--- config.mk ---
export PLATFORM = sky130hd
export DESIGN_NAME = dcm_reset_sequencer
export DESIGN_NICKNAME = d
export VERILOG_FILES = /design/src/rtl/dcm_reset_sequencer.sv
export SDC_FILE = /design/constraint.sdc
export NUM_CORES = 1
export LEC_CHECK = 0
export ABC_CLOCK_PERIOD_IN_PS = 3100
export CAP_MARGIN = 25
export CORE_ASPECT_RATIO = 2
export CORE_UTILIZATION = 63
export CTS_BUF_LIST = sky130_fd_sc_hd__clkbuf_4
export DETAILED_ROUTE_END_ITERATION = 7
export PLACE_DENSITY = 0.88
export SLEW_MARGIN = 20
export SYNTH_ARGS = -nofsm -noshare
export SYNTH_HDL_FRONTEND = slang
export SYNTH_SLANG_ARGS = --single-unit
--- constraint.sdc ---
create_clock -name clk -period 3.1 [get_ports clk]
set_input_delay 0.93 -clock clk [delete_from_list [all_inputs] [get_ports clk]]
set_output_delay 0.93 -clock clk [all_outputs]
set_load 0.05 [all_outputs]
--- src/rtl/dcm_reset_sequencer.sv ---
// dcm_reset_sequencer
//
// Board clock/reset sequencer running on the buffered oscillator clock.
// Pulses the DCM RST pin, qualifies the DCM LOCKED signal, then releases two
// staged resets: peripherals/memory (resetStage0) first, the CPU
// (resetStage1) STAGE_GAP cycles later. Lock loss re-runs the whole DCM
// sequence; the reset button restarts only the lock-stability wait.
//
// Compile-time option:
//   DCM_LOCK_RETRY_EN  - a WAITLOCK timeout re-pulses the DCM and bumps the
//                        saturating retryCount output (port only exists
//                        when the macro is defined). Without it WAITLOCK
//                        waits for lock indefinitely.
//
// Ports:
//   clk          in   buffered oscillator clock (not a DCM output)
//   resetN       in   asynchronous active-low reset of this block
//   resetIn      in   reset button, active-high, asynchronous
//   dcmLocked    in   DCM LOCKED, asynchronous
//   dcmReset     out  DCM RST, active-high
//   resetStage0  out  peripheral/memory reset, active-high
//   resetStage1  out  CPU reset, active-high
//   ready        out  high only while fully running
//   retryCount   out  [3:0] saturating DCM retry count (DCM_LOCK_RETRY_EN)

module dcm_reset_sequencer #(
    parameter int unsigned CNT_WIDTH      = 24,
    parameter int unsigned DCM_RST_CYCLES = 3,
    parameter int unsigned LOCK_TIMEOUT   = 16777215,
    parameter int unsigned STABLE_CYCLES  = 1048576,
    parameter int unsigned STAGE_GAP      = 1024
) (
    input  logic       clk,
    input  logic       resetN,
    input  logic       resetIn,
    input  logic       dcmLocked,
    output logic       dcmReset,
    output logic       resetStage0,
    output logic       resetStage1,
`ifdef DCM_LOCK_RETRY_EN
    output logic       ready,
    output logic [3:0] retryCount
`else
    output logic       ready
`endif
);

    typedef enum logic [2:0] {
        DCMRST,
        WAITLOCK,
        STABLE,
        STAGE1,
        RUN
    } stateT;

    // Terminal counts: a state that must last N cycles leaves when cnt == N-1.
    localparam logic [CNT_WIDTH-1:0] DCM_RST_LAST = CNT_WIDTH'(DCM_RST_CYCLES - 1);
    localparam logic [CNT_WIDTH-1:0] LOCK_LAST    = CNT_WIDTH'(LOCK_TIMEOUT - 1);
    localparam logic [CNT_WIDTH-1:0] STABLE_LAST  = CNT_WIDTH'(STABLE_CYCLES - 1);
    localparam logic [CNT_WIDTH-1:0] GAP_LAST     = CNT_WIDTH'(STAGE_GAP - 1);

    // ------------------------------------------------------------------
    // Two-flop synchronizers: bit 0 = dcmLocked, bit 1 = resetIn
    // ------------------------------------------------------------------
    logic [1:0] asyncIn;
    logic [1:0] syncVec;
    logic       lockS;
    logic       buttonS;

    assign asyncIn = {resetIn, dcmLocked};

    genvar gi;
    generate
        for (gi = 0; gi < 2; gi++) begin : gSync
            logic metaReg;
            logic outReg;

            always_ff @(posedge clk or negedge resetN) begin
                if (!resetN) begin
                    metaReg <= 1'b0;
                    outReg  <= 1'b0;
                end else begin
                    metaReg <= asyncIn[gi];
                    outReg  <= metaReg;
                end
            end

            assign syncVec[gi] = outReg;
        end
    endgenerate

    assign lockS   = syncVec[0];
    assign buttonS = syncVec[1];

    // ------------------------------------------------------------------
    // State machine
    // ------------------------------------------------------------------
    stateT                stateReg, stateNext;
    logic [CNT_WIDTH-1:0] cntReg, cntNext;
    logic                 restartCnt;   // re-entry of STABLE from STABLE (button)
    logic                 holdCnt;      // freeze counter at its terminal value
    logic                 dcmResetReg, stage0Reg, stage1Reg, readyReg;
`ifdef DCM_LOCK_RETRY_EN
    logic                 retryHit;
    logic [3:0]           retryCountReg;
`endif

    always_comb begin
        stateNext  = stateReg;
        restartCnt = 1'b0;
        holdCnt    = 1'b0;
`ifdef DCM_LOCK_RETRY_EN
        retryHit   = 1'b0;
`endif
        unique case (stateReg)
            DCMRST: begin
                if (cntReg == DCM_RST_LAST) begin
                    stateNext = WAITLOCK;
                end
            end
            WAITLOCK: begin
                // Lock arriving on the timeout cycle still counts as lock.
                if (lockS) begin
                    stateNext = STABLE;
                end else if (cntReg == LOCK_LAST) begin
`ifdef DCM_LOCK_RETRY_EN
                    stateNext = DCMRST;
                    retryHit  = 1'b1;
`else
                    holdCnt   = 1'b1;
`endif
                end
            end
            STABLE: begin
                // Lock loss outranks the button; the button outranks the
                // stability count so a held button pins cnt at zero.
                if (!lockS) begin
                    stateNext = DCMRST;
                end else if (buttonS) begin
                    restartCnt = 1'b1;
                end else if (cntReg == STABLE_LAST) begin
                    stateNext = STAGE1;
                end
            end
            STAGE1: begin
                if (!lockS) begin
                    stateNext = DCMRST;
                end else if (buttonS) begin
                    stateNext = STABLE;
                end else if (cntReg == GAP_LAST) begin
                    stateNext = RUN;
                end
            end
            RUN: begin
                if (!lockS) begin
                    stateNext = DCMRST;
                end else if (buttonS) begin
                    stateNext = STABLE;
                end
            end
            default: begin
                stateNext = DCMRST;
            end
        endcase

        // Counter clears on every state entry and saturates otherwise.
        if ((stateNext != stateReg) || restartCnt) begin
            cntNext = '0;
        end else if (holdCnt || (&cntReg)) begin
            cntNext = cntReg;
        end else begin
            cntNext = cntReg + 1'b1;
        end
    end

    always_ff @(posedge clk or negedge resetN) begin
        if (!resetN) begin
            stateReg <= DCMRST;
            cntReg   <= '0;
        end else begin
            stateReg <= stateNext;
            cntReg   <= cntNext;
        end
    end

    // Outputs are decoded from stateNext so they move on the same edge as
    // the transition that causes them.
    always_ff @(posedge clk or negedge resetN) begin
        if (!resetN) begin
            dcmResetReg <= 1'b1;
            stage0Reg   <= 1'b1;
            stage1Reg   <= 1'b1;
            readyReg    <= 1'b0;
        end else begin
            dcmResetReg <= (stateNext == DCMRST);
            stage0Reg   <= (stateNext == DCMRST) || (stateNext == WAITLOCK) ||
                           (stateNext == STABLE);
            stage1Reg   <= (stateNext != RUN);
            readyReg    <= (stateNext == RUN);
        end
    end

    assign dcmReset    = dcmResetReg;
    assign resetStage0 = stage0Reg;
    assign resetStage1 = stage1Reg;
    assign ready       = readyReg;

`ifdef DCM_LOCK_RETRY_EN
    always_ff @(posedge clk or negedge resetN) begin
        if (!resetN) begin
            retryCountReg <= 4'd0;
        end else if (retryHit && (retryCountReg != 4'd15)) begin
            retryCountReg <= retryCountReg + 4'd1;
        end
    end

    assign retryCount = retryCountReg;
`endif

endmodule

==> parameters.txt, run 1 <==
Parameter                              Value

Clock network
  Total number of H-tree levels ... 2
  Number of clock sinks ... 35
  Clock latency reported for the late side of the worst-skew pair ... 0.35 ns
  # resized after CTS ... 0
  Max clock buf depth ... 2
  Clock slew seen by the registers of the worst setup and hold paths ... 0.11 ns
  Clock tree from TritonCTS ... yes
  CTS Hold Buffers Added ... 0
  Number of buffers created by CTS ... 5
  Cell at the root of the clock tree ... clkbuf_4
  Postcts setup bufs ... 0

STA
  Top achievable clock speed ... 0.3828 GHz
  Crit share post-route ... between 80% and 90%
  Slew at the pin with the worst max-slew slack ... 0.7492 ns
  RSZ-0062 raised after global routing ... no
  Final Max Tran Viols ... 0
  Setup_tns ... 0 ns
  Maximum clock skew at final layout ... between 0.015 and 0.02 ns
  Worst rel slew slack ... 49.59%
  Minimum period implied by the final worst setup slack ... 2.612 ns
  Number of endpoints with negative hold slack in the final report ... 0
  Final setup vio count ... 0

Worst setup path
  Crit-path leading delay family ... buffers and inverters
  Worst EP arrival ... 1.68 ns
  Delay of the slowest cell on the worst path ... 0.80 ns
  Crit path buffers/inverters ... 1
  Critical path startpoint category ... register
  Top fanout value on the critical path ... 1
  Kind of end point of the critical path ... output pin
  Required arrival time at the worst endpoint ... roughly 2.2 ns
  Slowest CP cell ... clkdlybuf4s50_1
  Critical setup path kind ... reg -> out
  Worst path cell trace ... clkdlybuf4s50_1

Pwr
  Relative contribution of the clock network to total power ... 25.8%
  Total power per unit cell area ... 563.8 mW/mm2
  Leakage power of the design ... about 0.00090 uW
  Sw Share ... 36.39%
  IR drop worst, VDD ... 0.5256 mV
  Cell-internal power ... 797.0 uW
  Combinational share of power ... 29.2%
  Sequential group share of total power ... 45.0%
  Overall power after layout ... 1253 uW
  Switching power of the nets ... 455.9 uW

Global routing
  Remaining global-route overflow ... 0
  First-pass GRT wire length ... approximately 7500 um
  Pin count of the biggest net entering global routing ... 36
  Antenna violations before repair ... 0
  Number of global-route vias before repair ... 1666
  Combined global-route utilization of all metal layers ... a little over a quarter

Die
  Count of boundary I/O pins ... 8
  Area of the die ... 0.003579 mm2
  Height of the die ... between 80 and 90 um
  Initial cell density of the core ... ~66%
  Width of the chip ... between 40 and 50 um
  # rows ... 29
  Placeable core region ... 0.003157 mm2

Synth
  Top-count cell post-synth ... dfrtp_1
  Post-synthesis cell type with the largest combined area ... dfrtp_1
  Yosys Warn Count ... 0
  Ys async rst share ... 100.0%
  Number of standard cells after synthesis ... 203
  Yosys reg bits ... 35
  Synth Cell Area ... between 0.002 and 0.0025 mm2
  Nets in the synthesized netlist ... about 210
  Post-Synth XOR/XNOR Area ... 5.844%
  Number of different library cells in the post-synthesis netlist ... 46
  Post-Synth Adder-Cell Area ... 1.193%
  Yosys top cell area share ... 38.16%
  Main flop type after synthesis ... dfrtp_1
  Mean post-synth cell area ... 10.34 um2
  Fraction of synthesized area in multiplexers ... roughly 1.4%
  Largest family of logic cells by synthesized area ... simple AND/OR/NAND/NOR gates
  Part of the Yosys area used for sequential elements ... a little over two fifths
  Area fraction in compound gates after synthesis ... between 10% and 20%
  Simple-gate portion of the synthesized area ... 31.48%
  Number of flops mapped to enable cells by yosys ... 0
  Cell types with the largest area share after synthesis ... dfrtp_1 38%, nor3_2 9.1%, xnor2_1 5.4%
  List of most frequent post-synthesis cells ... 32 x dfrtp_1, 19 x nor3_2, 13 x nand2_1, 13 x xnor2_1

Final layout
  Area added between synthesis and finish ... 5.903%
  Share of the core filled with cells in the final layout ... between 70% and 80%
  Registers with the most flip-flops ... cntReg x24, stateReg x3, gSync.metaReg x2
  Proportion of layout cells with a drive suffix above 1 ... 20.85%
  Most flops, register ... cntReg
  Number of antenna diodes ... 0
  Layout Nets ... 216
  Largest register FFs ... 24

Route
  Final WL ... 4525 um
  Final ANT Viol Nets ... 0
  Drt pass-1 iters ... 4
  Via Count ... 1632
  Post-route DRC violation count ... 0
  Avg Vias per Cell ... 6.744
  Average routed wire per standard cell ... 18.70 um
  Initial drt markers ... 97

Placed design
  Count of port buffers added during placement ... 7
  Global placement routability congestion ... about 0.92
  Half-perimeter wire length after placement ... 3301 um

Job
  Max cap viols ... 0

Run status
  Outcome ... finished, final reports clean

Hold path
  Classification of the worst-slack hold path ... reg -> reg
## power by group through the flow
| stage | clock, uW | sequential (uW) | combinational [uW] |
|---|---|---|---|
| floorplan | 0 | 578 | 297 |
| global placement | 0 | 569 | 352 |
| CTS | 326 | 563 | 366 |
| finish | 323 | 563 | 366 |
| detailed placement | 0 | 571 | 363 |
| global route | 346 | 571 | 398 |
## cell type report
type / instances / area (um2)
tap: 31 / 38.79
fill: 241 / 934.6
inverter: 11 / 41.29
multi-input combinational: 147 / 1094
sequential: 35 / 879.6
clock inverter: 3 / 38.79
timing repair buffer: 10 / 92.59
clock buffer: 5 / 37.54
## layer usage
metal	track usage [%]	vias up	part of all wire, %
li1	-	770	-
met1	28.78	784	37
met2	46.69	54	55
met3	5.195	24	3.1
met4	19.03	0	4.9
met5	0	-	0
## final timing paths
path | start | endpoint | slack (ns) | depth (start not counted)
setup / recovery | resetStage1$_DFF_PN1_ | resetStage1 | 0.49 | 1
min in group asynchronous | resetN | gSync[1].metaReg$_DFF_PN0_ | 0.98 | 2
hold reg to reg | gSync[1].metaReg$_DFF_PN0_ | buttonS$_DFF_PN0_ | 0.37 | 0
setup reg to reg | cntReg[20]$_DFFE_PN0P_ | cntReg[8]$_DFFE_PN0P_ | 0.59 | 6
max in group asynchronous | resetN | dcmReset$_DFF_PN1_ | 1.78 | 2
hold / removal | gSync[1].metaReg$_DFF_PN0_ | buttonS$_DFF_PN0_ | 0.37 | 0
## layout by cell type (no fill, tap or decap), types with 3 or more instances in the layout
cell	Yosys	final
or4_1	3	3
nor3_1	11	10
nand2_1	13	13
a21oi_1	6	6
nor3_2	19	20
nor2_1	8	8
dfstp_2	3	3
and2_1	3	3
clkbuf_4	0	5
a2111oi_2	4	4
mux2i_1	3	3
nand3_1	9	9
nand4_1	5	5
a211oi_1	5	5
inv_1	11	11
dfrtp_1	32	32
and3_1	5	5
and4_1	4	4
nor4_1	6	6
buf_4	0	3
clkdlybuf4s50_1	0	7
xnor2_1	13	13
or3_1	3	3
## per-stage QoR
step | cells | hold slack [ns] | cell area, um2 | setup WS (ns)
CTS | 242 | 0.3771 | 2222 | 0.4753
global route | 242 | 0.3921 | 2222 | 0.4533
global placement | 234 | 0.3410 | 2146 | 0.7051
finish | 242 | 0.3733 | 2222 | 0.4877
floorplan | 203 | 0.3312 | 2098 | 0.9260
detailed placement | 234 | 0.3526 | 2146 | 0.6514
## logic make-up after synthesis
logic type | after synthesis
buf+inv | 21
compound gates | 30
fa+ha+maj | 2
mux | 3
xor+xnor | 14
simple gates | 98
flops | 35
No activity file was read; power rests on OpenSTA's default activity.
==> inputs of run 2 (changes only) <==
Settings changed: ABC_CLOCK_PERIOD_IN_PS 3100 to 2300, CORE_UTILIZATION 63 to 57, PLACE_DENSITY 0.88 to 0.84.
Clock period 3.1 ns to 2.3 ns, I/O delays scaled along.
==> run 2 against run 1 <==
Sequential cell count unchanged. Global-route usage fell by 1.1 points. Die area grew 10%. Setup slack worse by 0.42 ns. Total power increased by 30%. Combinational power rose by 48%. Highest routed layer unchanged. Design area rose by 4.8%. Hold slack got worse by 0.015 ns. Final cell count is 13% higher. Clock power hardly changed. Critical path type is now reg -> reg.
==> parameters.txt, run 2 (synthesized netlist as in run 1, its figures left out) <==
Parameter                              Value

Run status
  Outcome ... finished, final reports clean

Placed design
  Global placement routability congestion ... 0.9886 (+8.0%)
  Half-perimeter wire length after placement ... 3403 um (+3.1%)
  Count of port buffers added during placement ... 7 (unchanged)
  Pre-CTS setup slack ... 0.03535 ns (-0.6160 ns)

Clock network
  Postcts setup bufs ... 0 (unchanged)
  Number of buffers created by CTS ... 5 (unchanged)
  Clock tree from TritonCTS ... yes
  Total number of H-tree levels ... 2 (unchanged)
  # resized after CTS ... 0 (unchanged)
  Clock slew seen by the registers of the worst setup and hold paths ... 0.09 ns (-0.02 ns)
  Cell at the root of the clock tree ... clkbuf_4
  CTS Hold Buffers Added ... 0 (unchanged)
  Max clock buf depth ... 2 (unchanged)
  Clock latency reported for the late side of the worst-skew pair ... 0.34 ns (about the same)
  Number of clock sinks ... 35 (unchanged)

Worst setup path
  Required arrival time at the worst endpoint ... 2.52 ns (+0.35 ns)
  Kind of end point of the critical path ... register
  Critical setup path kind ... reg -> reg
  Delay of the slowest cell on the worst path ... 0.53 ns (-0.27 ns)
  Worst path most repeated cell ... or4_1
  Worst EP arrival ... 2.45 ns (+0.77 ns)
  Crit path buffers/inverters ... 1 (unchanged)
  Top fanout value on the critical path ... 13 (+12)
  Slowest CP cell ... or4_1
  Crit-path leading delay family ... simple AND/OR/NAND/NOR gates
  Critical path startpoint category ... register
  Worst path cell trace ... or4_1, or4_1, o22ai_1, and2_4, buf_6, nor4_1

Final layout
  Most flops, register ... cntReg
  Layout Nets ... 230 (+6.5%)
  Most common cell after layout, fill and taps aside ... dfrtp_1
  Registers with the most flip-flops ... cntReg x24, stateReg x3, gSync.metaReg x2
  Fillcell total ... 271 (+12%)
  Area added between synthesis and finish ... 11.03%
  Largest register FFs ... 24 (unchanged)
  Most frequent cells in the layout ... 32 x dfrtp_1, 20 x nor3_2, 18 x buf_4
  Number of antenna diodes ... 0 (unchanged)
  Proportion of layout cells with a drive suffix above 1 ... 28.00% (+7.1 points)

Die
  # rows ... 30 (+3.4%)
  Placeable core region ... 0.003453 mm2 (+9.4%)
  Count of boundary I/O pins ... 8 (unchanged)
  Initial cell density of the core ... 60.76% (-5.7 points)
  Height of the die ... 87.80 um (+5.0%)
  Area of the die ... 0.003942 mm2 (+10%)
  Width of the chip ... 44.90 um (+4.9%)

Route
  Post-route DRC violation count ... 0 (unchanged)
  Average routed wire per standard cell ... 16.58 um (-11%)
  Final ANT Viol Nets ... 0 (unchanged)
  Initial drt markers ... 81 (-16%)
  Final WL ... 4526 um (about the same)
  Via Count ... 1708 (+4.7%)
  Drt pass-1 iters ... 4 (unchanged)
  Avg Vias per Cell ... 6.256 (-7.2%)

Pwr
  Total power per unit cell area ... 697.8 mW/mm2 (+24%)
  IR drop worst, VDD ... 0.4657 mV (-11%)
  Overall power after layout ... 1626 uW (+30%)
  Leakage power of the design ... 0.0009586 uW (+7.0%)

Global routing
  Pin count of the biggest net entering global routing ... 36 (unchanged)
  First-pass GRT wire length ... 7562 um (+1.0%)
  Combined global-route utilization of all metal layers ... 26.34% (-1.1 points)
  Number of global-route vias before repair ... 1723 (+3.4%)
  Remaining global-route overflow ... 0 (unchanged)
  Antenna violations before repair ... 0 (unchanged)

STA
  Number of endpoints with negative hold slack in the final report ... 0 (unchanged)
  Final Max Tran Viols ... 0 (unchanged)
  Slew at the pin with the worst max-slew slack ... 0.5177 ns (-0.2315 ns)
  Crit share post-route ... between 90 and 100%
  Maximum clock skew at final layout ... 0.01384 ns (-0.001934 ns)
  Worst rel slew slack ... 65.17% (+16 points)
  Post-Route Hold Slack ... 0.3587 ns (-0.01455 ns)
  Minimum period implied by the final worst setup slack ... approximately 2.2 ns
  Worst path setup slack after routing ... 0.07108 ns (-0.4166 ns)
  Final setup vio count ... 0 (unchanged)
  Top achievable clock speed ... 0.4486 GHz

Hold path
  Classification of the worst-slack hold path ... reg -> reg

Job
  Max cap viols ... 0 (unchanged)
-- run 2: cell types whose count changed in the layout (fill, tap and decap cells not counted) --
cell / delta
bufinv_16: -1
buf_4: +15
buf_6: +2
clkbuf_4: +1
and2_4: +1
and2_1: -1
and4_2: +1
and4_1: -1
clkdlybuf4s50_1: -3
-- run 2: worst paths after layout --
path | startpoint | end | slack (ns) | cells past startpoint
worst max-delay path | cntReg[20]$_DFFE_PN0P_ | cntReg[7]$_DFFE_PN0P_ | 0.07 | 6
worst min-delay path | gSync[0].metaReg$_DFF_PN0_ | gSync[0].outReg$_DFF_PN0_ | 0.36 | 0
worst max register to register | cntReg[20]$_DFFE_PN0P_ | cntReg[7]$_DFFE_PN0P_ | 0.07 | 6
worst min register to register | gSync[0].metaReg$_DFF_PN0_ | gSync[0].outReg$_DFF_PN0_ | 0.36 | 0
max in group asynchronous | resetN | resetStage0$_DFF_PN1_ | 1.22 | 2
min in group asynchronous | resetN | cntReg[15]$_DFFE_PN0P_ | 0.74 | 2
-- run 2: cell type report --
type,instances,area [um2],share of cell area [%]
clock buffers,6,45.04,1.933
clock inverters,2,8.758,0.3759
inverters,11,41.29,1.772
multi-input cells,147,1097,47.10
flip-flops and latches,35,879.6,37.76
well taps,48,60.06,2.578
repair buffers,24,197.7,8.486
-- run 2: through the flow --
stage / TNS [ns] / util (%) / instance area, um2 / std cells
2_1_floorplan: 0 / - / 2098 / 203
3_3_place_gp: 0 / 65.58 / 2265 / 265
3_5_place_dp: 0 / 65.58 / 2265 / 265
4_1_cts: 0 / 67.14 / 2318 / 273
5_1_grt: -0.2691 / 67.46 / 2330 / 273
6_report: 0 / 67.46 / 2330 / 273
-- run 2: power breakdown --
part | internal (uW) | switching (uW) | leakage, uW | total, uW
clock | 126 | 197 | 0.0000331 | 323
combinational | 205 | 337 | 0.000463 | 542
sequential | 681 | 79.3 | 0.000463 | 760
total | 1010 | 613 | 0.000959 | 1630
-- run 2: routing by layer --
| metal | vias to the layer above | track usage (%) | part of all wire (%) |
|---|---|---|---|
| li1 | 792 | - | - |
| met1 | 834 | 25.13 | 35 |
| met2 | 65 | 48.66 | 56 |
| met3 | 17 | 4.742 | 4.1 |
| met4 | 0 | 16.80 | 4.7 |
| met5 | - | 0 | 0 |
==> inputs of run 3 (changes only) <==
Settings changed: CAP_MARGIN 25 to 5.
==> results of run 3 <==
No change in the layout: final DEF, timing and power equal those of run 2.
